===== config.mk =====
export PLATFORM = sky130hd
export DESIGN_NAME = display_scan_ctrl
export DESIGN_NICKNAME = d
export VERILOG_FILES = /design/src/rtl/display_pkg.sv /design/src/rtl/display_decoder.sv /design/src/rtl/display_scan_ctrl.sv
export SDC_FILE = /design/constraint.sdc
export NUM_CORES = 1
export LEC_CHECK = 0
export BUFFER_PORTS_ARGS = -buffer_cell sky130_fd_sc_hd__buf_2
export CELL_PAD_IN_SITES_DETAIL_PLACEMENT = 0
export CELL_PAD_IN_SITES_GLOBAL_PLACEMENT = 1
export CORE_MARGIN = 2
export CORE_UTILIZATION = 33
export CTS_CLUSTER_DIAMETER = 30
export DETAILED_ROUTE_END_ITERATION = 16
export GPL_TIMING_DRIVEN = 0
export PLACE_DENSITY_LB_ADDON = 0.1
export SKIP_LAST_GASP = 1
export SYNTH_ARGS = -nofsm -noshare
export SYNTH_HDL_FRONTEND = slang
export SYNTH_SLANG_ARGS = --single-unit

===== constraint.sdc =====
create_clock -name clk_i -period 4.7 [get_ports clk_i]
set_input_delay 0.47 -clock clk_i [delete_from_list [all_inputs] [get_ports clk_i]]
set_output_delay 0.47 -clock clk_i [all_outputs]
set_load 0.05 [all_outputs]

===== src/rtl/display_pkg.sv =====
// Shared types and constants for the multiplexed 8-digit display scanner.
package display_pkg;

  localparam int unsigned NumDigits = 8;
  localparam int unsigned DigitW    = $clog2(NumDigits);

  typedef enum logic {
    StBlank,
    StShow
  } scan_state_e;

  // One complete set of per-digit display settings, as captured on load_i.
  typedef struct packed {
    logic [4*NumDigits-1:0] data;
    logic [NumDigits-1:0]   ltr;
    logic [NumDigits-1:0]   dp;
    logic [NumDigits-1:0]   en;
  } disp_cfg_t;

endpackage


===== src/rtl/display_decoder.sv =====
// Nibble to active-low seven-segment glyph; bit 0 (dp) is always returned off.
module display_decoder (
  input  logic [3:0] data_i,
  input  logic       ltr_i,
  output logic [7:0] seg_o
);

  always_comb begin
    seg_o = 8'hFF;
    if (!ltr_i) begin
      case (data_i)
        4'd0:    seg_o = {7'b0000001, 1'b1};
        4'd1:    seg_o = {7'b1001111, 1'b1};
        4'd2:    seg_o = {7'b0010010, 1'b1};
        4'd3:    seg_o = {7'b0000110, 1'b1};
        4'd4:    seg_o = {7'b1001100, 1'b1};
        4'd5:    seg_o = {7'b0100100, 1'b1};
        4'd6:    seg_o = {7'b1100000, 1'b1};
        4'd7:    seg_o = {7'b0001111, 1'b1};
        4'd8:    seg_o = {7'b0000000, 1'b1};
        4'd9:    seg_o = {7'b0001100, 1'b1};
        default: seg_o = 8'hFF;
      endcase
    end else begin
      case (data_i)
        4'd5:    seg_o = {7'b1001000, 1'b1};  // H
        4'd10:   seg_o = {7'b1001111, 1'b1};  // I
        default: seg_o = 8'hFF;
      endcase
    end
  end

endmodule


===== src/rtl/display_scan_ctrl.sv =====
// Time-multiplexed 8-digit scanner: blanking gap then lit slot per digit,
// with frame-synchronous update of the displayed values.
module display_scan_ctrl
  import display_pkg::*;
#(
  parameter int unsigned SHOW_CYC  = 100000,
  parameter int unsigned BLANK_CYC = 1000
) (
  input  logic        clk_i,
  input  logic        rst_i,
  input  logic [31:0] data_i,
  input  logic [7:0]  ltr_i,
  input  logic [7:0]  dp_i,
  input  logic [7:0]  en_i,
  input  logic        load_i,
  output logic [7:0]  an_o,
  output logic [7:0]  seg_o,
  output logic        frame_o
);

  localparam int unsigned MaxCyc = (SHOW_CYC > BLANK_CYC) ? SHOW_CYC : BLANK_CYC;
  localparam int unsigned CntW   = (MaxCyc > 1) ? $clog2(MaxCyc) : 1;
  localparam logic [CntW-1:0]   ShowLoad  = CntW'(SHOW_CYC - 1);
  localparam logic [CntW-1:0]   BlankLoad = CntW'(BLANK_CYC - 1);
  localparam logic [DigitW-1:0] LastDigit = DigitW'(NumDigits - 1);

  scan_state_e       state_q, state_d;
  logic [DigitW-1:0] digit_q, digit_d;
  logic [CntW-1:0]   cnt_q, cnt_d;
  disp_cfg_t         disp_q, disp_d, pend_q, pend_d, cfg_in;
  logic              pend_vld_q, pend_vld_d;
  logic [7:0]        an_q, an_d, seg_q, seg_d;
  logic              frame_q, frame_d;
  logic              expire, frame_start;
  logic [3:0]        nib;
  logic [7:0]        glyph;

  assign nib = disp_q.data[{digit_q, 2'b00} +: 4];

  display_decoder u_decoder (
    .data_i (nib),
    .ltr_i  (disp_q.ltr[digit_q]),
    .seg_o  (glyph)
  );

  always_comb begin
    cfg_in.data = data_i;
    cfg_in.ltr  = ltr_i;
    cfg_in.dp   = dp_i;
    cfg_in.en   = en_i;

    state_d     = state_q;
    digit_d     = digit_q;
    cnt_d       = cnt_q - CntW'(1);
    expire      = (cnt_q == '0);
    frame_start = expire && (state_q == StShow) && (digit_q == LastDigit);

    if (expire) begin
      unique case (state_q)
        StBlank: begin
          state_d = StShow;
          cnt_d   = ShowLoad;
        end
        StShow: begin
          state_d = StBlank;
          digit_d = digit_q + DigitW'(1);
          cnt_d   = BlankLoad;
        end
        default: state_d = StBlank;
      endcase
    end

    // Pending is consumed before a same-cycle load refills it.
    disp_d     = (frame_start && pend_vld_q) ? pend_q : disp_q;
    pend_d     = load_i ? cfg_in : pend_q;
    pend_vld_d = load_i || (pend_vld_q && !frame_start);

    an_d    = 8'hFF;
    seg_d   = 8'hFF;
    frame_d = frame_start;
    if (state_q == StShow) begin
      seg_d = {glyph[7:1], glyph[0] & ~disp_q.dp[digit_q]};
      if (disp_q.en[digit_q]) an_d[digit_q] = 1'b0;
    end
  end

  always_ff @(posedge clk_i or posedge rst_i) begin
    if (rst_i) begin
      state_q    <= StBlank;
      digit_q    <= '0;
      cnt_q      <= BlankLoad;
      disp_q     <= '0;
      pend_q     <= '0;
      pend_vld_q <= 1'b0;
      an_q       <= 8'hFF;
      seg_q      <= 8'hFF;
      frame_q    <= 1'b0;
    end else begin
      state_q    <= state_d;
      digit_q    <= digit_d;
      cnt_q      <= cnt_d;
      disp_q     <= disp_d;
      pend_q     <= pend_d;
      pend_vld_q <= pend_vld_d;
      an_q       <= an_d;
      seg_q      <= seg_d;
      frame_q    <= frame_d;
    end
  end

  assign an_o    = an_q;
  assign seg_o   = seg_q;
  assign frame_o = frame_q;

endmodule


# --- Word-level counts from Yosys, hierarchy flattened ---
# Memory sizes are Yosys's and may differ from the RTL's.
# Cells that the tools add are included.
totals:
  rom_bits: 112
  reg_bits: 151
  latchBits: 0
  memories: 1
  wordCells: 53
  ram_bits: 0
classes:
  n_shift: 1
  bitwise: 4
  add_sub_neg: 2
  n_eq_ne: 3
  muxes: 16
  n_mul: 0
  n_reduce_logical: 9
  order_cmp: 2
  div: 0
memory_table:
  columns: ["name", "depth", "word_bits", "rd", "rd_clocked_by_memory_dff", "wr", "line_no", "rtl"]
  rows:
  - ["(name not given)", 16, 7, 1, 0, 0, "display_decoder.sv:11", "case (data_i)"]
op_table:
  columns: ["cell", "count"]
  rows:
  - ["17-bit one-hot mux with 2 select lines", 1]
  - ["8-bit 2-to-1 mux", 4]
  - ["32-bit by 6-bit variable part select with 4-bit output", 1]
  - ["17-bit zero test", 1]
  - ["17-bit 2-to-1 mux", 1]
  - ["17-bit by 1-bit subtractor with 17-bit output (second input constant)", 1]
  - ["7-bit one-hot mux with 2 select lines", 1]
  - ["1-bit binary-select mux with 3-bit select", 3]
  - ["8-bit NOT", 1]
  - ["1-bit logical AND", 5]
  - ["4-bit by 3-bit == test with 1-bit output (second input constant)", 1]
  - ["4-bit == test (second input constant)", 1]
  - ["3-bit by 4-bit < comparator with 1-bit output (second input constant)", 1]
  - ["1-bit 2-to-1 mux", 4]
  - ["3-bit by 1-bit adder with 3-bit output (second input constant)", 1]
  - ["1-bit demux with 3-bit select", 1]
  - ["3-bit == test (second input constant)", 1]
  - ["3-bit by 1-bit greater-or-equal comparator with 1-bit output (second input constant)", 1]
  - ["1-bit NOT", 2]
  - ["1-bit one-hot mux with 2 select lines", 1]
  - ["2-bit AND reduction", 1]
  - ["1-bit bitwise AND", 1]
  - ["1-bit zero test", 1]
  - ["1-bit logical OR", 1]

# --- Longest topological paths before layout ---
# Gate-level depths: netlist of run 1.
depth:
  depth_word: 7
  ltp_mapped: 9
  depth_no_buf: 8

# --- Cells and area by module ---
# From an unflattened synthesis of run 1, not the netlist that was laid out.
unflattened:
  cells_unflattened: 482
  hier_area_um2: 6631.4
modules_own_cells:
  columns: ["mod", "area_per_inst_um2", "instances", "seq_area_each_um2", "cells_per_inst"]
  rows:
  - ["display_scan_ctrl", 6327.3, 1, 3808.7, 440]
  - ["display_decoder", 304.0, 1, 0.0, 42]

# --- Worst setup path before layout of run 1 ---
# No wires, ideal clock.
synth_path:
  path_type: "register -> register"
  startpoint: "register digit_q[2]"
  endpoint: "register seg_q[6], in the netlist seg_o[6]"
  setup_slack_ns: 2.286
  arrival_time_ns: 2.326
  stages_incl_launch_ff: 9
  n_path_buf: 2
  path_cell_list: "dfrtp_1 clkbuf_1 clkbuf_1 mux4_2 mux2i_1 ha_1 o21ai_0 a21boi_0 o21ai_0"
synth_via:
  elab_chain_cells: 5
  word_cells_on_any_way: 9
synth_rtl:
  columns: ["item", "line_no", "rtl"]
  rows:
  - ["start: declaration", "display_scan_ctrl.sv:28", "logic [DigitW-1:0] digit_q, digit_d;"]
  - ["start signal: assignment", "display_scan_ctrl.sv:100", "digit_q <= digit_d;"]
  - ["branches (longest 3 deep; another with memory read 16 x 7 bit)", null, null]
  - ["8-bit 2-to-1 mux (*)", "display_decoder.sv:10", "if (!ltr_i) begin"]
  - ["8-bit 2-to-1 mux (*)", "display_scan_ctrl.sv:81", "if (state_q == StShow) begin"]
  - ["net seg_d[6]", "display_scan_ctrl.sv:32", "logic [7:0] an_q, an_d, seg_q, seg_d;"]
  - ["end signal: assignment", "display_scan_ctrl.sv:106", "seg_q <= seg_d;"]
  - ["end: declaration", "display_scan_ctrl.sv:32", null]
# Mark *: on every way through the listed nets, which the timed path passes. The select of a mux whose other input is x is not followed.
# A chain may end at the register's enable or synchronous reset.

# --- Worst setup path after layout of run 1 ---
# Same ends and word-level chain as after synthesis.

==> metrics.cfg, run 1 <==
[setup_path]
crit_chain=clkbuf_1 -> clkbuf_1 -> mux4_2 -> mux2i_1 -> ha_1 -> o21ai_0 -> a21boi_0 -> o21ai_0
path_buf_inv=2
required_ps=5030
max_stage_delay_ps=610
reg2reg_to=seg_o[6]$_DFF_PP1_
rrSetupSlack_ps=1360
cp_slowest_cell=clkbuf_1
end_kind=flip-flop
cp_data_arrival_time_ps=3670
crit_path_start_kind=flip-flop
r2r_cells=8
path_class=reg2reg
worstPathMaxFanout=10
timing.rr.start=digit_q[2]$_DFFE_PP0P_
cpLargestDelayFamily=buffers and inverters

[sta]
finalSetupTns_ps=0
tightestPinTransition_ps=956
setup_viol=0
clock.fmax_mhz=300
fin_crit_ps=3340
setup_ws_ps=1360
rsz0062_at_grt=no
skew_ps=9.53
finalCritPeriodShare_pct=71.0
finalHoldViolCount=0
slew_violations=0
whs_ps=167
slew_headroom_pct=35.8

[logic_synthesis]
async_reset_ff_share_pct=100
synthMuxAreaShare_pct=27.0
ys_seq_area_share_pct=58.0
yosysWarningCount=0
synthAdderAreaFrac_pct=1.91
synth-simple-area-share_pct=5.91
synthXorXnorAreaFrac_pct=2.00
synth_top_family_by_area=multiplexers
ys_seq_elements=151
synth_cells=440
synth_ff_type=dfrtp_1
postSynthAreaPerCell_um2=14.9
syn-num-nets=509
synthesis.area_mm2=0.00657
synth_edf_count=0
netlist-cell-type-count=48
synth_compound_area_share_pct=2.93

[detailed_routing]
viasPerCell=4.67
wl_per_cell_um=16.6
drt_iter0_drc=157
drc_errors=0
firstDrtPassIters=4
vias=3792
drt_wl_total_mm=13.5
drtAntennaViolNets=0

[pwr]
pwr_density_cell_mw_per_mm2=360
p_leak_nw=3.66
finalPower_mw=2.84
vdd_drop_max_mv=0.229

[clock_tree]
numCtsBuffers=17
cts_max_level=4
cts_buffer_depth=2
cts_resized=0
cts_setup_buffers=0
root_buffer=clkbuf_16
cts_num_sinks=151
cts_hold_buf=0
path_clk_slew_ps=70
tritoncts=built
clock_latency_ps=420

[placed_design]
io_buffer_count=74
routabilityCongestion=0.770
dp.cells=780
place_ws_ps=1360
detailedPlacementHpwl_mm=9.38

[worst_hold_path]
min_path_type=in2async

[cells_and_area]
final_common_cell=dfrtp_1
fillers=1892
area.growth.synth_to_final_pct=20.1
fin_cells=812
n_antenna_cell=0
final_cell_mix=dfrtp_1, mux2_2, buf_2
drive_gt1_share_pct=49.4
finish.net_count=603

[global_routing]
grt-ovfl-total=0
grt_use_total_pct=13.8
antenna_found_initial=0
grt_pass1_vias=4048
grt_max_degree=79
grt_pass1_wl_mm=22.4

[floorplan]
fp.dieArea_mm2=0.0210
placementRows=51
die_y_um=145
core-area_mm2=0.0195
die_w_um=145
start_util_pct=33.6
io_pins=76

[run]
maxCapViolations=0

[status]
outcome=complete, no violations

==> Yosys cell counts (all sizes together) (2+ instances only) <==
cell type	number	area share [%]
inv	9	0.51
or4	2	0.23
nor4	2	0.29
dfstp	24	9.6
clkbuf	12	0.69
nand2b	3	0.29
o21ai	6	0.46
nand4	5	0.48
nor3	8	0.61
nor2	16	0.91
o22ai	2	0.19
buf	8	1.1
nor2b	2	0.19
mux2	117	22
dfrtp	127	48
o211ai	2	0.23
xor2	7	0.93
ha	10	1.9
xnor2	8	1.1
mux2i	8	1.2
a31oi	2	0.19
o31ai	2	0.23
mux4	10	3.4
nand2	15	0.86
a21oi	10	0.76
nand3	6	0.53
nor4b	2	0.59
==> state kept, by name, indices dropped and copies added, names as in the netlist <==
name,count
an_o,8
cnt_q,17
digit_q,3
disp_q,56
frame_o,1
pend_q,56
pend_vld_q,1
seg_o,8
state_q,1
==> kinds of logic after synthesis <==
family | count (synthesis)
buffers and inverters | 29
XOR/XNOR | 15
flip-flops | 151
AND/OR/NAND/NOR | 69
AO/OA/AOI/OAI | 31
adder cells (fa/ha/maj) | 10
multiplexers | 135
==> layer usage <==
metal | wire, um | track usage, % | share of wire, % | up-vias
met5 | 0 | 0 | 0 | -
met4 | 131 | 3.97 | 0.97 | 0
met3 | 465 | 3.77 | 3.5 | 9
met2 | 6340 | 21.4 | 47 | 64
met1 | 6520 | 18.9 | 48 | 1939
li1 | - | - | - | 1780
==> final cells by class <==
| class | count | area (um^2) | share of cell area [%] |
|---|---|---|---|
| Timing Repair Buffer | 75 | 398 | 5.04 |
| Multi-Input combinational cell | 260 | 2610 | 33.1 |
| Tap cell | 265 | 332 | 4.20 |
| Clock buffer | 22 | 464 | 5.88 |
| Clock inverter | 10 | 123 | 1.55 |
| Inverter | 9 | 38.8 | 0.492 |
| Buffer | 20 | 115 | 1.46 |
| Sequential cell | 151 | 3810 | 48.3 |
==> power by group <==
part	internal (mW)	total, mW	switching, mW
logic	0.0638	0.117	0.0535
clock network	0.813	1.35	0.536
registers	1.35	1.38	0.0262
==> how the worst max path moves through the flow <==
stage,start,endpoint,depth (start not counted)
finish,digit_q[2]$_DFFE_PP0P_,seg_o[6]$_DFF_PP1_,8
global route,digit_q[2]$_DFFE_PP0P_,seg_o[5]$_DFF_PP1_,9
CTS,digit_q[2]$_DFFE_PP0P_,seg_o[6]$_DFF_PP1_,8
detailed placement,digit_q[2]$_DFFE_PP0P_,seg_o[6]$_DFF_PP1_,8
global placement,rst_i,pend_q[10]$_DFFE_PP0P_,2
floorplan,rst_i,cnt_q[10]$_DFF_PP0_,1
==> per-stage QoR <==
step / area (um^2) / util, %
CTS: 7890 / 40.4
global placement: 7270 / 37.2
detailed placement: 7300 / 37.4
global route: 7890 / 40.4
finish: 7890 / 40.4
floorplan: 6570 / -
(Power assumes the default switching activity.)
==> inputs of run 2 (changes only) <==
Clock period 4.7 ns to 3.3 ns, I/O delays scaled along.
==> metrics.cfg, run 2 (synthesis results as in run 1) <==
[status]
outcome=complete, no violations

[sta]
fin_crit_ps=2940  ; -396 ps
rsz0062_at_grt=no
finalSetupTns_ps=0  ; unchanged
setup_viol=0  ; unchanged
finalHoldViolCount=0  ; unchanged
slew_headroom_pct=50.3  ; +14 points
finalCritPeriodShare_pct=89.2  ; +18 points
clock.fmax_mhz=340  ; +13%
tightestPinTransition_ps=746  ; -210 ps
setup_ws_ps=357  ; -1000 ps
skew_ps=12.2  ; +2.67 ps
slew_violations=0  ; unchanged

[cells_and_area]
final_common_cell=dfrtp_1
final_cell_mix=dfrtp_1, mux2_2, buf_2
n_antenna_cell=0  ; unchanged
fillers=1896  ; +0.21%
drive_gt1_share_pct=50.3  ; +0.91 points
multi_input_area_mm2=0.00262  ; +0.24%
seq_area_mm2=0.00381  ; unchanged
final_util_pct=41.2  ; +0.84 points
top_regs=disp_q: 56 flops, pend_q: 56 flops, cnt_q: 17 flops
area.growth.synth_to_final_pct=22.6
finish.net_count=607  ; +0.66%

[setup_path]
cp_data_arrival_time_ps=3200  ; -470 ps
worstPathMaxFanout=10  ; unchanged
rrSetupSlack_ps=360  ; -1000 ps
crit_path_start_kind=flip-flop
path_class=reg2reg
end_kind=flip-flop
required_ps=3550  ; -1480 ps

[pwr]
p_seq_share_pct=45.0  ; -3.4 points
p_clk_share_pct=50.9  ; +3.4 points
pwr_density_cell_mw_per_mm2=540  ; +50%
switchingPower_uw=869  ; +41%
p_sw_share_pct=20.0  ; -1.7 points
vdd_drop_max_mv=0.291  ; +27%
p_comb_share_pct=4.1  ; about the same
p_leak_nw=3.74  ; +2.1%
intPower_mw=3.48  ; +56%

[clock_tree]
cts_buffer_depth=2  ; unchanged
cts_num_sinks=151  ; unchanged
cts_setup_buffers=0  ; unchanged
tritoncts=built
root_buffer=clkbuf_16
clock_latency_ps=420  ; about the same
cts_max_level=4  ; unchanged
path_clk_slew_ps=60  ; about the same
numCtsBuffers=17  ; unchanged

[worst_hold_path]
min_path_type=in2reg

[floorplan]
die_y_um=145  ; unchanged
die_w_um=145  ; unchanged
core-area_mm2=0.0195  ; unchanged
start_util_pct=33.6  ; unchanged
io_pins=76  ; unchanged
fp.dieArea_mm2=0.0210  ; unchanged
placementRows=51  ; unchanged

[detailed_routing]
drtAntennaViolNets=0  ; unchanged
firstDrtPassIters=4  ; unchanged
drt_iter0_drc=134  ; -15%
drc_errors=0  ; unchanged
vias=3771  ; -0.55%
viasPerCell=4.62  ; -1.0%
drt_wl_total_mm=13.6  ; +0.97%
wl_per_cell_um=16.7  ; +0.47%

[global_routing]
grt_pass1_wl_mm=22.7  ; +1.4%
grt-ovfl-total=0  ; unchanged
antenna_found_initial=0  ; unchanged
grt_max_degree=41  ; -48%
grt_pass1_vias=4099  ; +1.3%
grt_use_total_pct=13.9  ; +0.16 points

[placed_design]
detailedPlacementHpwl_mm=9.75  ; +3.9%
routabilityCongestion=0.757  ; -1.6%
place_ws_ps=-101  ; -1460 ps
io_buffer_count=74  ; unchanged

[run]
maxCapViolations=0  ; unchanged

[run 2: final cells by class]
cell class	count	share of cell area, %
clock inverters	11	2.73
flip-flops and latches	151	47.3
clock buffers	21	5.72
multi-input cells	260	32.5
plain buffers	20	1.46
inverters	9	0.466
well taps	265	4.12
repair buffers	79	5.72
[run 2: power groups by stage]
stage / logic, mW / registers [mW] / clock network (mW)
finish: 0.177 / 1.96 / 2.21
global route: 0.199 / 1.97 / 2.36
CTS: 0.184 / 1.96 / 2.28
detailed placement: 0.182 / 1.99 / 0
global placement: 0.165 / 1.99 / 0
floorplan: 0.111 / 1.98 / 0
[run 2: path summary, 6_finish.rpt]
check | startpoint | to | cells after the start
hold reg to reg | disp_q[7]$_DFFE_PP0P_ | an_o[7]$_DFF_PP1_ | 1
hold / removal | en_i[4] | pend_q[4]$_DFFE_PP0P_ | 2
setup reg to reg | digit_q[0]$_DFFE_PP0P_ | seg_o[7]$_DFF_PP1_ | 6
min in group asynchronous | rst_i | pend_q[47]$_DFFE_PP0P_ | 3
setup / recovery | digit_q[0]$_DFFE_PP0P_ | seg_o[7]$_DFF_PP1_ | 6
max in group asynchronous | rst_i | an_o[7]$_DFF_PP1_ | 5
[run 2: per-layer routing]
layer	share of wire, %	GRT usage [%]	vias up
met1	49	18.9	1916
met2	47	21.8	64
met4	0.49	3.87	0
met3	3.5	4.12	4
li1	-	-	1787
met5	0	0	-
[run 2: critical path, cell delays in order, from the launching register on]
cell	delay, ps
dfrtp_1	500
buf_2	410
mux4_2	610
mux2i_1	440
ha_1	290
nor3_1	70
o311ai_0	460
[run 2: timing repair]
item	4_1_cts	5_1_grt
hold buffers	1	0
endpoints found under the setup margin	3	6
gates resized for setup	1	3
hold endpoints to repair	14	0
[run 2: through the flow]
step / total power [mW] / hold WS, ps / std cells / instance area, um^2
2_1_floorplan: 2.09 / 391 / 440 / 6570
3_3_place_gp: 2.16 / 406 / 779 / 7270
5_1_grt: 4.53 / 115 / 816 / 8050
3_5_place_dp: 2.18 / 377 / 783 / 7350
4_1_cts: 4.42 / 122 / 816 / 8050
6_report: 4.35 / 144 / 816 / 8050
